===== config.mk =====
export PLATFORM = sky130hd
export DESIGN_NAME = mul_share_arbiter
export DESIGN_NICKNAME = d
export VERILOG_FILES = /design/src/rtl/mul_share_arbiter.sv
export SDC_FILE = /design/constraint.sdc
export NUM_CORES = 1
export LEC_CHECK = 0
export CAP_MARGIN = 30
export CORE_AREA = 2 2 97 99
export CTS_BUF_LIST = sky130_fd_sc_hd__clkbuf_2 sky130_fd_sc_hd__clkbuf_4 sky130_fd_sc_hd__clkbuf_8
export CTS_CLUSTER_DIAMETER = 100
export CTS_CLUSTER_SIZE = 14
export DETAILED_ROUTE_END_ITERATION = 10
export DIE_AREA = 0 0 99 101
export GPL_ROUTABILITY_DRIVEN = 1
export MAX_ROUTING_LAYER = met4
export PLACE_DENSITY = 0.87
export SLEW_MARGIN = 20
export SYNTH_ARGS = -nofsm -noshare
export SYNTH_HDL_FRONTEND = slang
export SYNTH_SLANG_ARGS = --single-unit

===== constraint.sdc =====
create_clock -name clk -period 5 [get_ports clk]
set_input_delay 1.5 -clock clk [delete_from_list [all_inputs] [get_ports clk]]
set_output_delay 1.5 -clock clk [all_outputs]
set_load 0.01 [all_outputs]

===== src/rtl/mul_share_arbiter.sv =====
// Round-robin arbiter/sequencer sharing one repeated-addition multiplier datapath among NREQ requesters.
// Optional abort-on-timeout behaviour is compiled in with `define MUL_TIMEOUT_EN.
module mul_share_arbiter #(
    parameter int NREQ     = 4,
    parameter int W        = 16,
    parameter int TO_LIMIT = 1000
) (
    input  logic              clk,
    input  logic              rst_n,
    input  logic [NREQ-1:0]   req,
    input  logic [NREQ*W-1:0] a_bus,
    input  logic [NREQ*W-1:0] b_bus,
    output logic [NREQ-1:0]   gnt,
    output logic [NREQ-1:0]   ack,
    output logic [2*W-1:0]    result,
    output logic              result_valid,
    output logic              busy,
    output logic              err,
    output logic [W-1:0]      dp_a,
    output logic [W-1:0]      dp_b,
    output logic              lda,
    output logic              ldb,
    output logic              ldp,
    output logic              clrp,
    output logic              decb,
    input  logic              eqz,
    input  logic [2*W-1:0]    p_in
);
    localparam int IW = $clog2(NREQ);

    typedef enum logic [2:0] {S_IDLE, S_ARB, S_LDA, S_LDB, S_ACC, S_DONE} state_t;

    // Handshake: req is held with stable operands until the one-cycle ack;
    // gnt marks ownership of the datapath from ARB exit to DONE exit.
    state_t          state;
    logic [IW-1:0]   ptr;
    logic [IW-1:0]   win_idx;
    logic [IW-1:0]   arb_idx;
    logic            arb_any;

`ifdef MUL_TIMEOUT_EN
    localparam int CW = $clog2(TO_LIMIT + 1);
    logic [CW-1:0] to_cnt;
    logic          to_hit;
    logic          err_q;
    assign to_hit = (to_cnt == CW'(TO_LIMIT - 1));
    assign err    = err_q;
`else
    assign err = 1'b0;
`endif

    // Scan downwards so the lowest offset from ptr is the last (winning) assignment.
    always_comb begin
        int j;
        j       = 0;
        arb_idx = '0;
        arb_any = 1'b0;
        for (int k = NREQ - 1; k >= 0; k--) begin
            j = int'(ptr) + k;
            if (j >= NREQ) j = j - NREQ;
            if (req[j]) begin
                arb_idx = IW'(j);
                arb_any = 1'b1;
            end
        end
    end

    always_comb begin
        dp_a = '0;
        dp_b = '0;
        for (int i = 0; i < NREQ; i++) begin
            if (gnt[i]) begin
                dp_a = a_bus[i*W +: W];
                dp_b = b_bus[i*W +: W];
            end
        end
    end

    assign lda          = (state == S_LDA);
    assign ldb          = (state == S_LDB);
    assign clrp         = (state == S_LDB);
    assign ldp          = (state == S_ACC) && !eqz;
    assign decb         = (state == S_ACC) && !eqz;
    assign result_valid = |ack;
    assign busy         = (state != S_IDLE);

    always_ff @(posedge clk or negedge rst_n) begin
        if (!rst_n) begin
            state   <= S_IDLE;
            gnt     <= '0;
            ack     <= '0;
            result  <= '0;
            ptr     <= '0;
            win_idx <= '0;
`ifdef MUL_TIMEOUT_EN
            to_cnt  <= '0;
            err_q   <= 1'b0;
`endif
        end else begin
            case (state)
                S_IDLE: if (|req) state <= S_ARB;
                S_ARB: begin
                    if (arb_any) begin
                        gnt     <= NREQ'(1) << arb_idx;
                        win_idx <= arb_idx;
                        state   <= S_LDA;
                    end else begin
                        state <= S_IDLE;
                    end
                end
                S_LDA: state <= S_LDB;
                S_LDB: begin
                    state <= S_ACC;
`ifdef MUL_TIMEOUT_EN
                    to_cnt <= '0;
`endif
                end
                S_ACC: begin
                    if (eqz) begin
                        result <= p_in;
                        ack    <= gnt;
                        state  <= S_DONE;
`ifdef MUL_TIMEOUT_EN
                    end else if (to_hit) begin
                        result <= '0;
                        ack    <= gnt;
                        err_q  <= 1'b1;
                        state  <= S_DONE;
                    end else begin
                        to_cnt <= to_cnt + 1'b1;
`endif
                    end
                end
                S_DONE: begin
                    ack   <= '0;
                    gnt   <= '0;
                    ptr   <= (win_idx == IW'(NREQ - 1)) ? '0 : win_idx + 1'b1;
                    state <= S_IDLE;
`ifdef MUL_TIMEOUT_EN
                    err_q <= 1'b0;
`endif
                end
                default: state <= S_IDLE;
            endcase
        end
    end
endmodule

==> results of run 1 <==
## metal layers
metal,wire [um],global-route usage
met1,4530,0.258
met2,5650,0.387
met3,1070,0.0465
met4,221,0.0674
met5,0,-
## cells in the mapped netlist (2+ instances only)
| cell type | instances | share of area |
|---|---|---|
| sky130_fd_sc_hd__o21ai_0 | 4 | 0.0070 |
| sky130_fd_sc_hd__nor2_1 | 5 | 0.0065 |
| sky130_fd_sc_hd__a31o_1 | 2 | 0.0061 |
| sky130_fd_sc_hd__a221oi_1 | 31 | 0.095 |
| sky130_fd_sc_hd__o31ai_1 | 33 | 0.086 |
| sky130_fd_sc_hd__clkbuf_1 | 21 | 0.027 |
| sky130_fd_sc_hd__mux2i_1 | 2 | 0.0070 |
| sky130_fd_sc_hd__a22o_1 | 3 | 0.0091 |
| sky130_fd_sc_hd__or3_1 | 3 | 0.0065 |
| sky130_fd_sc_hd__or4_1 | 2 | 0.0052 |
| sky130_fd_sc_hd__nand3_1 | 2 | 0.0035 |
| sky130_fd_sc_hd__buf_4 | 3 | 0.0078 |
| sky130_fd_sc_hd__and3_1 | 3 | 0.0065 |
| sky130_fd_sc_hd__a21oi_1 | 6 | 0.010 |
| sky130_fd_sc_hd__buf_2 | 5 | 0.0087 |
| sky130_fd_sc_hd__nand2_1 | 37 | 0.048 |
| sky130_fd_sc_hd__nor3_1 | 3 | 0.0052 |
| sky130_fd_sc_hd__inv_1 | 4 | 0.0052 |
| sky130_fd_sc_hd__and3_4 | 2 | 0.0078 |
| sky130_fd_sc_hd__dfrtp_1 | 47 | 0.41 |
| sky130_fd_sc_hd__nor2b_1 | 32 | 0.070 |
| sky130_fd_sc_hd__mux2_2 | 33 | 0.13 |
## worst max-delay path, cell delays in order
cell	delay [ns]
sky130_fd_sc_hd__clkdlybuf4s50_1	0.46
sky130_fd_sc_hd__nand3b_1	0.07
sky130_fd_sc_hd__a21oi_1	0.24
sky130_fd_sc_hd__a21oi_1	0.06
sky130_fd_sc_hd__o21ai_0	0.18
sky130_fd_sc_hd__clkdlybuf4s50_1	0.58
## kinds of logic after synthesis
logic type,after synthesis,share of synthesized area
flip-flops,47,0.409
AO/OA/AOI/OAI,83,0.225
adder cells (fa/ha/maj),1,0.00435
other,1,0.00131
AND/OR/NAND/NOR,94,0.172
multiplexers,35,0.136
buffers and inverters,35,0.0518
## power by group through the flow
stage          combinational (mW)  sequential [mW]  clock, mW
2_1_floorplan               0.748            0.733          0
3_3_place_gp                 1.68            0.754          0
3_5_place_dp                 1.76            0.745          0
4_1_cts                      1.77            0.740      0.259
5_1_grt                      1.91            0.746      0.276
6_report                     1.79            0.718      0.252
## cell type report
| cell class | instances | area (um^2) |
|---|---|---|
| well taps | 111 | 139 |
| flip-flops and latches | 47 | 1180 |
| multi-input cells | 214 | 1550 |
| repair buffers | 251 | 2530 |
| fillers | 705 | 3460 |
| clock buffers | 8 | 104 |
| inverters | 5 | 18.8 |
## registers in the layout (all words and copies together), names as in the netlist
| register | count |
|---|---|
| result | 32 |
| ack | 4 |
| gnt | 4 |
| state | 3 |
| ptr | 2 |
| win_idx | 2 |
## per-stage QoR
step / area (um^2) / setup slack [ns]
6_report: 5520 / 0.409
5_1_grt: 5520 / 0.267
4_1_cts: 5500 / 0.363
3_5_place_dp: 5400 / 0.390
3_3_place_gp: 5360 / 0.373
2_1_floorplan: 2870 / 1.26
## how the worst max path moves through the flow
stage                          from        to  slack (ns)
after floorplan                 eqz       ldp        1.26
after global placement    a_bus[13]  dp_a[13]        0.37
after detailed placement  a_bus[13]  dp_a[13]        0.39
after CTS                 a_bus[13]  dp_a[13]        0.36
after global routing      a_bus[13]  dp_a[13]        0.27
final                     a_bus[13]  dp_a[13]        0.41
==> results.txt, run 1 <==
- Total vias in the final route: ~3300
* Synthesized instance count: around 300
- Overall power consumption: 2.76 mW
- 0 antenna diodes ended up in the layout.
* Post-layout instance count excluding filler cells: 636
- Most used flip-flop cell after synthesis: sky130_fd_sc_hd__dfrtp_1
- The share of total power dissipated in sequential elements is 0.260.
* Fraction of layout cells with a size suffix above 1: 0.103
- Starting utilization of the core area: 0.320
* Leakage power: between 2 and 2.5 nW
- The core region is between 0.008 and 0.009 mm^2.
- After global routing the overflow that remains totals 0.
- Maximum number of pins on one net before global-route repair: 68
- The worst setup path is captured at an output port.
* Util after Layout: 0.615
- The worst setup path is launched from an input pin.
- In this run the worst path has a maximum fanout of 1.
- Final hold analysis gives a worst-case slack of just over 0.5 ns.
- Per-cell routed wire length: roughly 18 um
* Library cells used by synthesis: 35
* Clock edge transition at the registers on the reported setup and hold paths: 0.08 ns
- In this run the register-to-register setup slack is 3.16 ns.
- The share of total power dissipated in the clock network is 0.092.
- Vias per std cell: a little over 5
- During I/O placement, the number of pins put on the boundary was 247.
- Vias in the first global route: 3430
- Worst hold endpoint: result[23]
* Shortest clock period the worst path allows after layout: about 4.6 ns
* Critical hold path startpoint: result[23]
* Count of warnings emitted by yosys: 0
- Power density of the placed cells: about 500 mW/mm^2
* Post-DP HPWL: about 9000 um
- In the synthesized netlist the async set-or-reset flop fraction comes to 1.00.
* Final number of max-transition violations: 0
- Switching Share: 0.372
* Share of the yosys chip area belonging to registers: 0.409
- Number of buffers inserted by port buffering: roughly 250
* Synthesized netlist net count: 464
* Upper clock frequency limit: around 0.22 GHz
- Before antenna repair, the detailed router went through 4 iterations.
- Beginning of the worst register-to-register path: state[0]
- A synthesized cell averages ~9.7 um^2.
* Critical setup path kind: in -> out
- The worst hold path belongs to the class reg -> reg.
- Setup repair after global routing left no endpoint under its margin.
* Signed area change from the synthesized netlist to the final layout: 92.2%
- In this run the core area contains 35 standard-cell rows.
- Number of cells in the design after placement: 627
- The synthesized design contains 0 enable-type register cells.
- Final Hold Violating Endpoints: 0
- Data on the critical path arrives at its endpoint at just over 3 ns.
* Final setup vio count: 0
* Most frequent standard cell in the layout excluding fill and tap cells: sky130_fd_sc_hd__clkdlybuf4s50_1
- Counting instances, the worst hold path has a depth of 1.
* Sink count of the clock tree: 47
* Number of antenna violations at the first check in global routing: 0
* Drt drc: 0
* Post-synthesis register bit count: 47
* Setup total negative slack: 0 ns
- Of the total power, combinational logic draws 0.648.
* Die width: 99 um
- P_sw: 1.02 mW
- Post-CTS repair changed the size of 0 cells.
- Int Pwr: roughly 1.7 mW
* H-tree level count: 2
* FF-to-FF path depth: 4
* Buffer levels on the longest clock path: 2
- The first global-routing pass estimated between 15000 and 20000 um of wire.
- Post-CTS setup-driven buffer insertion count: 0
* Total die area: around 0.010 mm^2
- Across every metal layer, demand over resource in global routing totals 0.222.
- Number of routed nets with antenna violations: 0
- Measured against its own limit, the worst slew margin works out to 0.621.
* Reported max-cap violation count: 0
- TritonCTS built the clock tree.
- At the end of routability-driven placement, the weighted congestion stood at ~0.85.
- At the end of the flow, the number of nets in the layout was ~690.
- In this run, CTS created clock tree buffers numbering 5.
- Violation count after the first detailed-routing iteration: 46
- Clock root cell: sky130_fd_sc_hd__clkbuf_8
- Leaving out fill and tap cells, the most frequent cells in the layout are 244 x sky130_fd_sc_hd__clkdlybuf4s50_1, 45 x sky130_fd_sc_hd__dfrtp_1, 37 x sky130_fd_sc_hd__nand2_1, 33 x sky130_fd_sc_hd__o31ai_1, 33 x sky130_fd_sc_hd__mux2_2.
- Cts-stage hold buffer count: 0
- The worst register-to-register path ends at win_idx[1].
- Clock latency on the worst-skew pair, taken at its later pin, is about 0.30 ns.
* Final wirelength: 11500 um
- Outcome: complete, no violations
- Across the routed clock network, the largest skew measured is 0.00620 ns.
- Cell area after technology mapping: approximately 0.0029 mm^2
* Maximum vdd ir drop: 0.000397 V
* Post-route fraction of the period consumed by the critical path: 0.918
* Critical Path RT: roughly 3.5 ns
- From bottom edge to top edge, the die measures slightly above 100 um.
- At the pin with the least slew margin, the transition time is between 0.5 and 0.6 ns.
Note: power is estimated with default switching activity, not from simulation.
==> run 2: changes to the inputs <==
--- a/config.mk
+++ b/config.mk
@@ -14,7 +14,7 @@
 export DIE_AREA = 0 0 99 101
 export GPL_ROUTABILITY_DRIVEN = 1
 export MAX_ROUTING_LAYER = met4
-export PLACE_DENSITY = 0.87
+export PLACE_DENSITY = 0.81
 export SLEW_MARGIN = 20
 export SYNTH_ARGS = -nofsm -noshare
 export SYNTH_HDL_FRONTEND = slang
==> run 2 against run 1 <==
Effect of this change:
- critical path depth shrank 2
- combinational power is essentially flat
- setup slack gained 0.022 ns
- global-route usage grew 0.85 points
- via count is essentially flat
- clock skew grew 0.0013 ns
- sequential power is essentially flat
- wire length grew 1.2%
- register-to-register slack lost 0.26 ns
- maximum frequency grew 0.48%
- critical endpoint is now dp_a[15]
- largest power group unchanged
- highest routed layer unchanged
==> results.txt, run 2 (synthesized netlist as in run 1, its figures left out) <==
* Outcome: complete, no violations (unchanged)
* Die height: 101 um (unchanged)
- The end point of the worst hold path is result[27] (was result[23]).
- The area added between synthesis and finish came to 93.7% (was 92.2%).
- The global routing usage summed across all routing layers was 0.230 (was 0.222).
* Detailed-router iteration count before antenna repair: 4 (unchanged)
- Clock tree skew after final layout: 0.00747 ns (was 0.00620 ns)
- Die width: 99 um (unchanged)
- The total clock buffers created by CTS came to 5 (unchanged).
* Biggest regs: result x32, ack x4, gnt x4 (unchanged)
* Leftover overflow at the end of global routing: 0 (unchanged)
- Worst setup path start: a_bus[15] (was a_bus[13])
- Critical setup path kind: in -> out (unchanged)
- Worst-path cell chain: clkdlybuf4s50_1, a221oi_1, o31ai_1, clkdlybuf4s50_1 (was clkdlybuf4s50_1, nand3b_1, a21oi_1, a21oi_1, o21ai_0, clkdlybuf4s50_1)
- Crit path buffers/inverters: 2 (unchanged)
* Starting utilization of the core area: 0.320 (unchanged)
- The weighted congestion at the end of routability-driven global placement was 0.825 (was 0.855).
- Post-DP HPWL: 8680 um (was 8770 um)
* Total vias in the final route: 3310 (was 3307)
* Family with the most delay on the worst path: buffers and inverters (unchanged)
* Drt drc: 0 (unchanged)
* Delay contributed by the slowest stage of the critical path: 0.63 ns (was 0.58 ns)
* Max FFs per register: 32 (unchanged)
- Overall power consumption: 2.84 mW (was 2.76 mW)
* Count of antenna diodes in the layout: 0 (unchanged)
- The wire length of the first global-routing pass was 17800 um (was 17100 um).
- Final Hold Violating Endpoints: 0 (unchanged)
* Maximum number of pins on one net before global-route repair: 68 (unchanged)
- The clock insertion delay at the later pin of the skew report came to 0.30 ns (about the same).
* CP max-delay cell: sky130_fd_sc_hd__clkdlybuf4s50_1 (unchanged)
- Cell depth of the worst hold path: 1 (unchanged)
* Fraction of layout cells with a size suffix above 1: 0.103 (unchanged)
- Net count of the finished layout: 692 (unchanged)
* Relative slew slack: 0.423 (was 0.621)
- Maximum vdd ir drop: 0.000361 V (was 0.000397 V)
- The placed cell count was 627 (unchanged).
- The maximum clock frequency was 0.219 GHz (was 0.218 GHz).
* Largest driver fanout on the critical path: 1 (unchanged)
- The post-CTS resize count was 0 (unchanged).
- The number of max-capacitance violations reported was 0 (unchanged).
- Most frequent standard cell in the layout excluding fill and tap cells: sky130_fd_sc_hd__clkdlybuf4s50_1 (unchanged)
* Post-CTS setup-driven buffer insertion count: 0 (unchanged)
- The arrival time of data at the critical path endpoint is 3.07 ns (was 3.09 ns).
- The initial antenna violation count came to 0 (unchanged).
* Per-cell routed wire length: 18.3 um (was 18.0 um)
- Top library cells by usage in the layout, fill and taps aside: 244 x sky130_fd_sc_hd__clkdlybuf4s50_1, 45 x sky130_fd_sc_hd__dfrtp_1, 37 x sky130_fd_sc_hd__nand2_1, 33 x sky130_fd_sc_hd__o31ai_1, 33 x sky130_fd_sc_hd__mux2_2 (unchanged)
- Total die area: 0.0100 mm^2 (unchanged)
- The minimum period implied by the final worst setup slack was 4.57 ns (was 4.59 ns).
- Power density of the placed cells: 511 mW/mm^2 (was 499 mW/mm^2)
- The count of final max-slew check failures came to 0 (unchanged).
- Buffer levels on the longest clock path: 2 (unchanged)
- Layout filler cell count: 731 (was 705)
- The number of DRC markers after the initial detailed-route iteration came to 71 (was 46).
- Most common cell type on the critical path: sky130_fd_sc_hd__clkdlybuf4s50_1
- Number of routed nets with antenna violations: 0 (unchanged)
- The TritonCTS clock tree is built (unchanged).
- The count of boundary I/O pins came to 247 (unchanged).
- The setup-violating endpoint count in the final report is 0 (unchanged).
* Number of buffers inserted by port buffering: 245 (unchanged)
* Post-route fraction of the period consumed by the critical path: 0.914 (was 0.918)
* RSZ-0062 raised after global routing: false (unchanged)
- The worst path required time was 3.50 ns (about the same).
- Number of standard-cell rows in the floorplan: 35 (unchanged)
- The via count of the first global-routing pass came to 3498 (was 3430).
- The worst reg-to-reg path cell count came to 4 (unchanged).
- Capture instance of the worst register-to-register path: result[14] (was win_idx[1])
* Setup total negative slack: 0 ns (unchanged)
* Clock edge transition at the registers on the reported setup and hold paths: 0.09 ns (was 0.08 ns)
* Most flops, register: result (unchanged)
- The minimum setup slack among reg-to-reg paths is 2.90 ns (was 3.16 ns).
- Worst hold path class: reg -> reg (unchanged)
- The final routed wirelength across all metal layers was 11600 um (was 11500 um).
- Sink count of the clock tree: 47 (unchanged)
- The start point of the worst hold path is result[27] (was result[23]).
* Worst Setup Start Kind: input pin (unchanged)
* Kind of capture point of the worst setup path: output port (unchanged)
- The post-route core utilization came to 0.620 (was 0.615).
- Leakage power: 2.14 nW (was 2.13 nW)
- The standard cell core area is 0.00898 mm^2 (unchanged).
- The number of vias per cell came to 5.20 (about the same).
- The slew at the pin closest to its max-slew limit is 0.865 ns (was 0.569 ns).
- Clock root cell: sky130_fd_sc_hd__clkbuf_8 (unchanged)
- The start of the worst register-to-register path is state[0] (unchanged).
- Cts-stage hold buffer count: 0 (unchanged)
* H-tree level count: 2 (unchanged)
- The non-filler instance count after layout is 636 (unchanged).
-- run 2: changes by cell type in the layout (fill, tap and decap cells not counted) --
cell	before	now
sky130_fd_sc_hd__buf_12	3	4
sky130_fd_sc_hd__buf_4	3	2
sky130_fd_sc_hd__bufinv_16	0	2
sky130_fd_sc_hd__clkbuf_4	1	0
sky130_fd_sc_hd__clkbuf_8	7	5
sky130_fd_sc_hd__clkinvlp_4	0	1
-- run 2: power breakdown --
part	switching (mW)	internal, mW	leakage, nW
registers	0.159	0.558	0.583
clock network	0.130	0.199	0.0644
logic	0.752	1.04	1.49
-- run 2: per-stage QoR --
step / hold slack [ns] / worst slack [ns] / area (um^2)
2_1_floorplan: 0.471 / 1.26 / 2870
3_3_place_gp: 0.489 / 0.405 / 5370
3_5_place_dp: 0.497 / 0.447 / 5410
4_1_cts: 0.518 / 0.419 / 5550
5_1_grt: 0.535 / 0.403 / 5570
6_report: 0.516 / 0.430 / 5570
-- run 2: how the worst max path moves through the flow --
stage	depth (start not counted)	endpoint
after floorplan	2	ldp
after global placement	6	dp_a[13]
after detailed placement	6	dp_a[13]
after CTS	6	dp_a[13]
after global routing	4	dp_a[15]
final	4	dp_a[15]
-- run 2: area by class of cell --
type                            count  area, um^2  area share
Tap cell                          111         139      0.0250
Multi-Input combinational cell    214        1550       0.279
Clock buffer                        5        68.8      0.0124
Clock inverter                      3        67.6      0.0121
Inverter                            5        18.8     0.00337
Timing Repair Buffer              251        2540       0.457
Sequential cell                    47        1180       0.212
-- run 2: routing by layer --
layer  GRT usage  up-vias  share of wire
li1            -     1566              -
met2       0.393      185           0.50
met1       0.269     1540           0.39
met3      0.0569       19          0.098
met5           -        -              0
met4      0.0706        0          0.018
-- run 2: worst register-to-register path, delay by kind of cell, from the launching register on --
kind / cells / cell delay (ns)
buffers and inverters: 1 / 0.26
DFF: 1 / 0.47
and+or+nand+nor: 2 / 0.89
muxes: 1 / 0.37
